File: src/rtl/instr_prefetch.sv
// instr_prefetch: credit-limited in-order instruction fetch into a DEPTH-entry {pc, instr} buffer with redirect flush
module instr_prefetch #(
  parameter logic [63:0] RESET_PC = 64'h0000_0000_0000_0000,
  parameter int          DEPTH    = 4
) (
  input  logic        clk,
  input  logic        reset,
  output logic        imem_req_o,
  output logic [63:0] imem_addr_o,
  input  logic        imem_gnt_i,
  input  logic        imem_rvalid_i,
  input  logic [31:0] imem_rdata_i,
  output logic        instr_valid_o,
  output logic [31:0] instr_o,
  output logic [63:0] instr_pc_o,
  input  logic        instr_ready_i,
  input  logic        redirect_i,
  input  logic [63:0] redirect_pc_i
);
  localparam int AW = $clog2(DEPTH);
  localparam logic [AW+1:0] DW = (AW+2)'(DEPTH);
  localparam logic [AW:0] ONE = (AW+1)'(1);
  typedef enum logic {RUN, DRAIN} state_t;
  state_t state, state_nx;
  logic [63:0] fpc, rpc;
  logic [AW:0] count, outst, discard, outst_nx, discard_nx;
  logic [AW-1:0] rptr, wptr;
  logic [63:0] pc_mem [DEPTH];
  logic [31:0] ins_mem [DEPTH];
  logic gnt, rv, push, pop;
  assign imem_req_o = reset && state == RUN && !redirect_i && ({1'b0, count} + {1'b0, outst}) < DW;
  assign imem_addr_o = fpc;
  assign gnt = imem_req_o && imem_gnt_i;
  assign rv = imem_rvalid_i && outst != '0;
  assign push = rv && state == RUN && !redirect_i;
  assign pop = instr_valid_o && instr_ready_i && !redirect_i;
  assign instr_valid_o = count != '0;
  assign instr_o = instr_valid_o ? ins_mem[rptr] : '0;
  assign instr_pc_o = instr_valid_o ? pc_mem[rptr] : '0;
  always_comb begin
    outst_nx = gnt && !rv ? outst + ONE : rv && !gnt ? outst - ONE : outst;
    discard_nx = redirect_i ? outst_nx : state == DRAIN && rv ? discard - ONE : discard;
    state_nx = redirect_i ? (outst_nx != '0 ? DRAIN : RUN) : discard_nx == '0 ? RUN : state;
  end
  always_ff @(posedge clk or negedge reset) begin
    if (!reset) begin
      state <= RUN;
      fpc <= RESET_PC & ~64'h3;
      rpc <= RESET_PC & ~64'h3;
      count <= '0;
      outst <= '0;
      discard <= '0;
      rptr <= '0;
      wptr <= '0;
    end else begin
      state <= state_nx;
      outst <= outst_nx;
      discard <= discard_nx;
      if (redirect_i) begin
        fpc <= redirect_pc_i & ~64'h3;
        rpc <= redirect_pc_i & ~64'h3;
        count <= '0;
        rptr <= '0;
        wptr <= '0;
      end else begin
        if (gnt) fpc <= fpc + 64'd4;
        if (push) rpc <= rpc + 64'd4;
        if (push) wptr <= wptr + AW'(1);
        if (pop) rptr <= rptr + AW'(1);
        count <= push && !pop ? count + ONE : pop && !push ? count - ONE : count;
      end
    end
  end
  always_ff @(posedge clk) begin
    if (push) begin
      pc_mem[wptr] <= rpc;
      ins_mem[wptr] <= imem_rdata_i;
    end
  end
endmodule

File: config.mk
export PLATFORM = sky130hd
export DESIGN_NAME = instr_prefetch
export DESIGN_NICKNAME = d
export VERILOG_FILES = /design/src/rtl/instr_prefetch.sv
export SDC_FILE = /design/constraint.sdc
export NUM_CORES = 1
export LEC_CHECK = 0
export ABC_CLOCK_PERIOD_IN_PS = 5800
export CORE_MARGIN = 1.5
export CORE_UTILIZATION = 40
export CTS_CLUSTER_SIZE = 25
export DETAILED_ROUTE_END_ITERATION = 10
export SYNTH_ARGS = -nofsm -noshare
export SYNTH_HDL_FRONTEND = slang
export SYNTH_SLANG_ARGS = --single-unit
File: constraint.sdc
create_clock -name clk -period 5.8 [get_ports clk]
set_clock_uncertainty 0.2 [all_clocks]
set_input_delay 1.74 -clock clk [delete_from_list [all_inputs] [get_ports clk]]
set_output_delay 1.74 -clock clk [all_outputs]
set_load 0.01 [all_outputs]
Yosys cells after proc, flatten, opt, wreduce, memory -nomap -nowiden
Memories as Yosys holds them, arrays and structs flattened. Index checks and enable logic that the tools add are counted. W data, S select, Z words.

$add $sub $neg: 10. $lt $le $gt $ge: 1. Multiplexer cells: 22. Bitwise gates (word level): 1. Reductions and logical operators: 28.

Operators by type and width (count): $mux W64 (5); $add A64 B3 Y64 const B (2); $mux W32 (1); $mux W3 (7); $logic_and A1 B1 Y1 (14); $reduce_bool A3 Y1 (4); $sub A3 B1 Y3 const B (3); $mux W2 (4); $reduce_bool A2 Y1 (4); $add A3 B1 Y3 const B (2); $logic_not A1 Y1 (5); $mux W1 (5); $add A2 B1 Y2 const B (2); $add A3 B3 Y4 (1); $lt A4 B3 Y1 const B (1); $logic_not A3 Y1 (1); $not A1 Y1 (1).

Register bits: 142. Bits in writable memories: 384. Bits of input ports: 102. Output and inout port bits: 162. Word-level logic and storage cells: 72. Memories: 2.

Memories: pc_mem (words 4, bits a word 64, rd ports 1, clocked after Yosys merged registers in 0, write ports 1, RTL line 28) `logic [63:0] pc_mem [DEPTH];`; ins_mem (words 4, bits a word 32, rd ports 1, clocked after Yosys merged registers in 0, write ports 1, RTL line 29) `logic [31:0] ins_mem [DEPTH];`.

Depth between registers and ports, before layout
Depth after elaboration: 13. Depth in mapped cells: 11. Mapped depth without buffers: 10.

Worst setup path before layout
OpenSTA, ideal clock, no wires.

Kind: input to register. Start point: input port imem_rvalid_i. End point: memory ins_mem[0][0], enable pin. Setup time: 0.464 ns. Data arrival time: 4.610 ns. Data required time: 5.136 ns. Slack: 0.526 ns. Stages: 4. Buffers on the path: 1. Cell sequence: nand2b_1 -> nor2_1 -> clkbuf_1 -> and3_1.

Longest elaborated chain between the ends: 5.

Ends and longest elaborated chain: start: declaration (RTL line 11) `input logic imem_rvalid_i,`; $logic_and A1 B1 Y1 (RTL line 34) `assign rv = imem_rvalid_i && outst != '0;`; $logic_and A1 B1 Y1 (2 in series) (RTL line 35) `assign push = rv && state == RUN && !redirect_i;`; $mux W1 (RTL line 75) `if (push) begin`; $mux W1 (not written as such) (RTL line 77) `ins_mem[wptr] <= imem_rdata_i;`; end: declaration (RTL line 29).

Every way passes these cells.

Worst setup path after layout
Start point: input port redirect_i. End point: output port imem_req_o.

Longest elaborated chain between the ends: 3.

Ends and longest elaborated chain: start: declaration (RTL line 17) `input logic redirect_i,`; $logic_not A1 Y1 (RTL line 31) `assign imem_req_o = reset && state == RUN && !redirect_i && ({1'b0, count} + {1'b0, outst}) < DW;`; $logic_and A1 B1 Y1 (2 in series) (RTL line 31); end: declaration (RTL line 8) `output logic imem_req_o,`.

Every way passes these cells.

==> summary.txt <==
Power and ir drop
  • Part of the total power dissipated in combinational logic: 27.6%
  • Worst voltage drop across the vdd grid: 0.251 mV
  • Power Internal: 7.69 mW
  • Fraction of power spent switching nets: 28.4%
  • Leakage power: 9.19 nW
  • Clock power frac: 30.7%
  • Portion of total power attributed to sequential cells: 41.7%
  • Areal power density over the cells: 393 nW/um^2
  • Switching pwr: 3.06 mW

Clock tree
  • Clock-pin slew on the worst setup and hold paths: 0.05 ns
  • Post-cts hold buffer count: 0
  • TritonCTS clock tree: done
  • Post-cts resize count: 0
  • # H-tree levels: 2
  • Longest Clk Path Bufs: 3
  • Worst-Skew Late Latency: 0.60 ns
  • Root buffer cell: clkbuf_16
  • Number of setup buffers added after CTS: 0
  • Clock sink count: 514
  • Number of buffers created by CTS: 54

STA
  • Max Clock Freq: 197 MHz
  • Count of final max-slew check failures: 0
  • Final-report setup violation count: 0
  • Total count of hold-check failures in the final report: 0
  • Total Negative Setup Slacks: 0 ns
  • Transition time at the pin with the least slew margin: 0.984 ns
  • Worst slew margin relative to its limit: 34.2%
  • Period utilization: 87.6%
  • Post-layout minimum cycle time: 5.08 ns
  • RSZ-0062 raised after global routing: no

Route
  • Final antenna-violating net count: 0
  • Drt pass-1 iters: 5
  • Routed wire length: 55900 um
  • Via Count: 13900
  • Per-cell via count in the routed design: 5.44
  • DRC violation count after routing: 0
  • Initial DRC count: 907
  • Wire length per cell after detailed routing: 21.9 um

Yosys
  • Number of instances in the synthesized netlist: 1508
  • Top flip-flop cell by instance count after synthesis: edfxtp_1
  • Sequential-to-total area share from yosys stat: 66.5%
  • Mean cell area of the mapped netlist: 14.7 sq um
  • Total number of yosys warnings: 0
  • List of most frequent post-synthesis cells: edfxtp_1, dfrtp_1, nand2_1
  • Cell taking the most area after synthesis: edfxtp_1
  • Count of flip-flops with a built-in enable after synthesis: 376
  • Total of flip-flops plus latches after synthesis: 514
  • Share of synthesized flip-flops with an asynchronous set or reset: 26.8%
  • Most common cell in the synthesized netlist: edfxtp_1
  • Synth top area share: 50.9%
  • Netlist area before placement: 22200 sq um
  • Ranking of synthesized cells by area: edfxtp_1, dfrtp_1, mux4_2
  • Post-synthesis cell type count: 61

Final layout
  • Layout filler cell count: 4736
  • Fraction of final layout cells with drive strength greater than 1: 12.9%
  • Area overhead of the layout relative to synthesis: 23.4%
  • Multi-input logic area: 7010 sq um
  • Sequential Area: 14800 sq um
  • Post-layout net count: 1881
  • Non-filler cells in the finished layout: 2555

Flow run
  • Number of max-cap violations: 0

GRT
  • Largest net degree at the start of global routing: 139
  • Total global routing overflow: 0
  • Total routing resource utilization after global routing: 19.7%
  • Number of antenna violations at the first check in global routing: 2
  • First-pass GRT wire length: 84600 um
  • Vias in the first global route: 13800

Floorplan
  • Chip Height: 238 um
  • Effective utilization at floorplan: 40.3%
  • Io pins: 264
  • Full die area: 56900 sq um
  • Number of standard-cell rows in the floorplan: 86
  • Area of the core region: 55000 sq um
  • Chip Width: 238 um

Critical path
  • Critical path class: in2out
  • Worst endpoint data arrival time: 3.14 ns
  • Cells on worst reg2reg path: 7
  • Critical path peak fanout: 4
  • Critical Path End Type: primary output
  • Category of the worst setup path launch point: primary input
  • Required time at the endpoint of the critical path: 3.86 ns

Place
  • Final estimated routing congestion in global placement: 0.817
  • Count of port buffers added during placement: 257
  • Post-detail-place hpwl: 36300 um
  • Placed Instances: 2458

Min path
  • HP Class: reg2reg
  • WHS Path Cells: 1

Status
  • Outcome: complete, no violations
[power groups by stage]
stage,clock network [mW],logic [mW],registers (mW)
2_1_floorplan,0,1.61,4.43
3_3_place_gp,0,3.01,4.54
3_5_place_dp,0,3.02,4.55
4_1_cts,3.38,3.03,4.48
5_1_grt,3.53,3.20,4.52
6_report,3.30,2.96,4.48
[kinds of logic (layout without fill, tap and decap cells)]
group	count (synthesis)	count (layout)	share of synthesized area (%)
flip-flops	514	514	66.5
AND/OR/NAND/NOR	484	484	12.0
AO/OA/AOI/OAI	205	205	5.79
buffers and inverters	115	410	2.14
multiplexers	99	99	9.79
XOR/XNOR	77	77	3.04
adder cells (fa/ha/maj)	13	13	0.767
other	1	5	0.0169
[stage by stage]
stage               area (sq um)  util [%]  hold WS, ns  worst slack (ns)  power [mW]
floorplan                  22200         -        0.276             0.526        6.04
global placement           25700      46.7        0.323             0.759        7.54
detailed placement         25700      46.7        0.326             0.731        7.57
CTS                        27400      49.8        0.338             0.670        10.9
global route               27400      49.8        0.374             0.606        11.2
finish                     27400      49.8        0.340             0.718        10.7
[sequential cells by signal, summed over array words and instances (netlist names)]
register     cells
rpc             62
imem_addr_o     62
ins_mem        128
count            3
state            1
outst            3
pc_mem         248
rptr             2
wptr             2
discard          3
[placed cells by master, fill, tap and decap left out, types with 14 or more instances in the layout]
cell type / synthesis / layout
a21oi_1: 20 / 20
a31oi_1: 18 / 18
and2_1: 100 / 100
and3_1: 28 / 24
and4_1: 14 / 14
buf_4: 6 / 24
clkbuf_16: 0 / 55
clkdlybuf4s50_1: 0 / 255
dfrtp_1: 138 / 136
edfxtp_1: 376 / 376
inv_1: 27 / 27
mux4_2: 94 / 94
nand2_1: 122 / 122
nand3_1: 66 / 66
nand4_1: 23 / 23
nor2_1: 49 / 48
nor3_1: 26 / 26
o211ai_1: 23 / 23
o21ai_0: 89 / 89
o311ai_0: 17 / 17
xnor2_1: 54 / 54
xor2_1: 23 / 23
[final timing paths]
| kind | from | to | slack, ns |
|---|---|---|---|
| hold reg to reg | imem_addr_o[33]$_DFFE_PN0N_ | imem_addr_o[33]$_DFFE_PN0N_ | 0.34 |
| max in group asynchronous | reset | rptr[1]$_DFFE_PN0P_ | 3.55 |
| setup reg to reg | outst[2]$_DFF_PN0_ | discard[1]$_DFF_PN0_ | 2.51 |
| setup / recovery | redirect_i | imem_req_o | 0.72 |
| hold / removal | imem_addr_o[33]$_DFFE_PN0N_ | imem_addr_o[33]$_DFFE_PN0N_ | 0.34 |
| min in group asynchronous | reset | imem_addr_o[11]$_DFFE_PN0N_ | 1.01 |
[area by class of cell]
class	instances	area share [%]
tap	748	3.42
multi-input combinational	882	25.6
sequential	514	53.9
clock inverter	26	0.805
inverter	27	0.370
antenna	1	0.00914
timing repair buffer	287	10.5
clock buffer	70	5.34
[metal layers]
metal	wire (um)	global-route usage [%]
met2	25900	30.6
met4	1420	6.48
met3	2860	3.06
met1	25700	28.5
met5	0	0
[critical path: stages]
cell             delay [ns]
buf_4                  0.12
nor4b_1                0.48
and3_1                 0.26
clkdlybuf4s50_1        0.54
Note: power is estimated with default switching activity, not from simulation.
